### src/rtl/baud_rate_gen_pkg.sv
// Shared UART definitions: baud select encodings, default clock and the
// half-period helper that both the Tx generator and the oversampling Rx reuse.
package baud_rate_gen_pkg;

   localparam int DEFAULT_CLK_FREQ_HZ = 50_000_000;

   typedef enum logic [1:0] {
      BAUD_2400  = 2'b00,
      BAUD_4800  = 2'b01,
      BAUD_9600  = 2'b10,
      BAUD_19200 = 2'b11
   } baud_sel_e;

   localparam int BAUD_HZ_2400  = 2400;
   localparam int BAUD_HZ_4800  = 4800;
   localparam int BAUD_HZ_9600  = 9600;
   localparam int BAUD_HZ_19200 = 19200;

   // Rounded clk_hz / (2 * tick_hz); Rx passes 16x the baud rate here.
   function automatic int half_count(input int clk_hz, input int tick_hz);
      return (clk_hz + tick_hz) / (2 * tick_hz);
   endfunction

endpackage

### src/rtl/baud_rate_gen.sv
// Tx baud clock: 50 % duty square wave at one of four rates, one bit per period.
// The counter wraps on >= HALF-1 so a mid-count switch to a faster rate never overruns.
module baud_rate_gen
   import baud_rate_gen_pkg::*;
#(
   parameter int CLK_FREQ_HZ = DEFAULT_CLK_FREQ_HZ,
   parameter int CNT_W       = 14
) (
   input  logic       Clock,
   input  logic       ResetN,
   input  logic [1:0] BaudRate,
   output logic       BaudOut
);

   localparam logic [CNT_W-1:0] HALF_2400  = CNT_W'(half_count(CLK_FREQ_HZ, BAUD_HZ_2400));
   localparam logic [CNT_W-1:0] HALF_4800  = CNT_W'(half_count(CLK_FREQ_HZ, BAUD_HZ_4800));
   localparam logic [CNT_W-1:0] HALF_9600  = CNT_W'(half_count(CLK_FREQ_HZ, BAUD_HZ_9600));
   localparam logic [CNT_W-1:0] HALF_19200 = CNT_W'(half_count(CLK_FREQ_HZ, BAUD_HZ_19200));

   logic [CNT_W-1:0] half;
   logic [CNT_W-1:0] cnt;
   logic             wrap;

   always_comb begin
      half = HALF_2400;
      case (baud_sel_e'(BaudRate))
         BAUD_2400:  half = HALF_2400;
         BAUD_4800:  half = HALF_4800;
         BAUD_9600:  half = HALF_9600;
         BAUD_19200: half = HALF_19200;
         default:    half = HALF_2400;
      endcase
   end

   assign wrap = (cnt >= (half - CNT_W'(1)));

   always_ff @(posedge Clock) begin
      if (!ResetN) begin
         cnt     <= '0;
         BaudOut <= 1'b0;
      end else if (wrap) begin
         cnt     <= '0;
         BaudOut <= ~BaudOut;
      end else begin
         cnt     <= cnt + CNT_W'(1);
      end
   end

endmodule

### config.mk
export PLATFORM = sky130hd
export DESIGN_NAME = baud_rate_gen
export DESIGN_NICKNAME = d
export VERILOG_FILES = /design/src/rtl/baud_rate_gen_pkg.sv /design/src/rtl/baud_rate_gen.sv
export SDC_FILE = /design/constraint.sdc
export NUM_CORES = 1
export LEC_CHECK = 0
export CORE_AREA = 3 3 41 79
export CTS_CLUSTER_SIZE = 20
export DETAILED_ROUTE_END_ITERATION = 7
export DIE_AREA = 0 0 44 82
export PLACE_DENSITY = 0.56
export SETUP_SLACK_MARGIN = 0.02
export SYNTH_ARGS = -nofsm -noshare
export SYNTH_HDL_FRONTEND = slang
export SYNTH_SLANG_ARGS = --single-unit
export TNS_END_PERCENT = 100
### constraint.sdc
create_clock -name Clock -period 5.1 [get_ports Clock]
set_input_delay 0.51 -clock Clock [delete_from_list [all_inputs] [get_ports Clock]]
set_output_delay 0.51 -clock Clock [all_outputs]
set_load 0.02 [all_outputs]
==> impl_metrics.py <==
metrics = {
    "outcome": {
        "status": "complete, no violations",
    },
    "global_route": {
        "antenna_found_initial": 0,
        "grt_max_degree": 15,
        "grt_usage": 0.137,
        "grt_pass1_wl_mm": 3.68,
        "gr-total-overflow": 0,
        "first_global_vias": 871,
    },
    "yosys": {
        "synth-compound-area-share": 0.104,
        "synth_top_family_by_area": "adder cells",
        "synthCells": 128,
        "yosysTopAreaCell": "dfxtp_1",
        "yosysWarnings": 0,
        "synthSimpleGateAreaFrac": 0.199,
        "synth-edff-count": 0,
        "muxShareOfSynthArea": 0,
        "syn_area_per_cell_um2": 8.49,
        "synthAdderAreaFrac": 0.265,
        "synth-seq-area-share": 0.276,
        "synthDistinctLibCells": 25,
        "synth_top_cell_area_share": 0.276,
        "synthTopCellsByArea": "dfxtp_1, ha_1, nor2_1",
        "synth-main-ff-cell": "dfxtp_1",
        "synthesis.area_mm2": 0.00109,
        "yosys.area_share.xor_xnor": 0.105,
        "async_reset_ff_frac": 0,
        "synth_nets": 155,
        "ys_ff_latch": 15,
    },
    "sta": {
        "fin_tns_setup_ns": 0,
        "worst_slew_pin_slew_ns": 0.336,
        "fin_crit_sh": 0.625,
        "fmax_mhz": 314,
        "fin_crit_ns": 3.19,
        "hold_viol": 0,
        "hold_ws_ns": 0.490,
        "grt_setup_unrepaired": "false",
        "finClkSkew_ns": 0.00248,
        "maxSlewHeadroom": 0.775,
        "setup_violations": 0,
        "finalMaxSlewViolations": 0,
    },
    "worst_setup_path": {
        "path_max_fanout": 14,
        "required_ns": 5.28,
        "crit_path_start_kind": "input pin",
        "crit_arrival_ns": 3.36,
        "endpoint_kind": "flop",
        "path_class": "input pin to flop",
    },
    "clocking": {
        "clockRootBuffer": "clkbuf_8",
        "clk_pin_slew_ns": 0.06,
        "cts-hold-fix-buffers": 0,
        "cts_tree": "built",
        "clock_latency_ns": 0.24,
        "cts-resized-gates": 0,
        "htree_levels": 1,
        "cts_num_sinks": 15,
        "clockBufferDepth": 2,
        "post-cts-setup-buffer-count": 0,
        "cts_made_buffers": 3,
    },
    "layout": {
        "fin_cells": 164,
        "fin_nets": 163,
        "area_growth_pct": 10.1,
        "layout-drive-gt1-share": 0.0444,
        "diodes": 0,
        "final_cell_mix": "nor2_1, ha_1, dfxtp_1",
    },
    "pwr": {
        "p_total_uw": 256,
        "powerDensity_mw_per_mm2": 214,
        "p_leak_uw": 0.000533,
        "ir_worst_vdd_mv": 0.110,
    },
    "route": {
        "drtIter0Drc": 7,
        "num_vias": 867,
        "routed_via_density": 5.29,
        "first_pass_iters": 4,
        "avgRoutedWirePerCell_um": 13.0,
        "antenna_left": 0,
        "drc": 0,
        "drt-total-wl_mm": 2.14,
    },
    "die": {
        "ios": 5,
        "row_count": 27,
        "dieWidth_um": 44,
        "dieArea_mm2": 0.00361,
        "chipHeight_um": 82,
        "core_mm2": 0.00277,
        "start_util": 0.393,
    },
    "place": {
        "gp_congestion": 0.913,
        "placedCellCount": 160,
        "place.port_buffers": 4,
        "place_hpwl_mm": 1.80,
    },
    "worst_hold_path": {
        "min_path_type": "flop to flop",
    },
    "job": {
        "drv_cap": 0,
    },
}
-- state kept, by name, summed over array words and instances (netlist names) --
| name | count |
|---|---|
| cnt | 14 |
| BaudOut | 1 |
-- metrics by stage --
| stage | utilization | instance area (µm²) | setup slack, ns |
|---|---|---|---|
| after floorplan | - | 1090 | 2.55 |
| after global placement | 0.416 | 1150 | 1.78 |
| after detailed placement | 0.416 | 1150 | 1.64 |
| after CTS | 0.432 | 1200 | 1.89 |
| after global routing | 0.432 | 1200 | 1.67 |
| final | 0.432 | 1200 | 1.91 |
-- cells by family after synthesis --
family | Yosys count
flops | 15
compound gates | 17
buf+inv | 13
xor+xnor | 13
fa+ha+maj | 23
simple gates | 47
-- report_power, final --
part	switching, µW	internal (µW)
Combinational	20.7	15.6
Sequential	2.80	119
Clock	42.2	55.3
Total	65.6	190
-- synthesized netlist by cell type, types with 2 or more instances --
master	count
nand3_1	6
dfxtp_1	15
ha_1	23
inv_1	12
a21oi_1	9
nand2_1	7
nor2_1	23
and3_1	2
xnor2_1	6
xor2_1	7
nand4_1	4
-- layer usage --
| layer | vias to the layer above | GRT usage | share of wire |
|---|---|---|---|
| li1 | 453 | - | - |
| met1 | 397 | 0.144 | 0.42 |
| met2 | 9 | 0.243 | 0.52 |
| met3 | 8 | 0.0154 | 0.016 |
| met4 | 0 | 0.0967 | 0.042 |
| met5 | - | 0 | 0 |
-- cell type report --
class | count | area [µm²]
Multi-Input combinational cell | 100 | 731
Sequential cell | 15 | 300
Fill cell | 291 | 1570
Inverter | 12 | 45.0
Tap cell | 29 | 36.3
Clock buffer | 4 | 45.0
Timing Repair Buffer | 4 | 40.0
-- final timing paths --
kind | start | slack (ns) | to | depth (start not counted)
setup / recovery | BaudRate[0] | 1.91 | cnt[4] | 12
hold reg to reg | cnt[0] | 0.49 | cnt[0] | 1
hold / removal | cnt[0] | 0.49 | cnt[0] | 1
setup reg to reg | cnt[5] | 3.23 | cnt[4] | 6
-- worst max-delay path, stage by stage --
cell,delay (ns)
clkdlybuf4s50_1,0.56
inv_1,0.13
ha_1,0.26
or3_1,0.40
a21oi_1,0.15
o31ai_1,0.09
ha_1,0.28
nand4_1,0.11
o221ai_1,0.14
a21oi_1,0.25
nand3_2,0.30
nor2_1,0.19
Note: power is estimated with default switching activity, not from simulation.
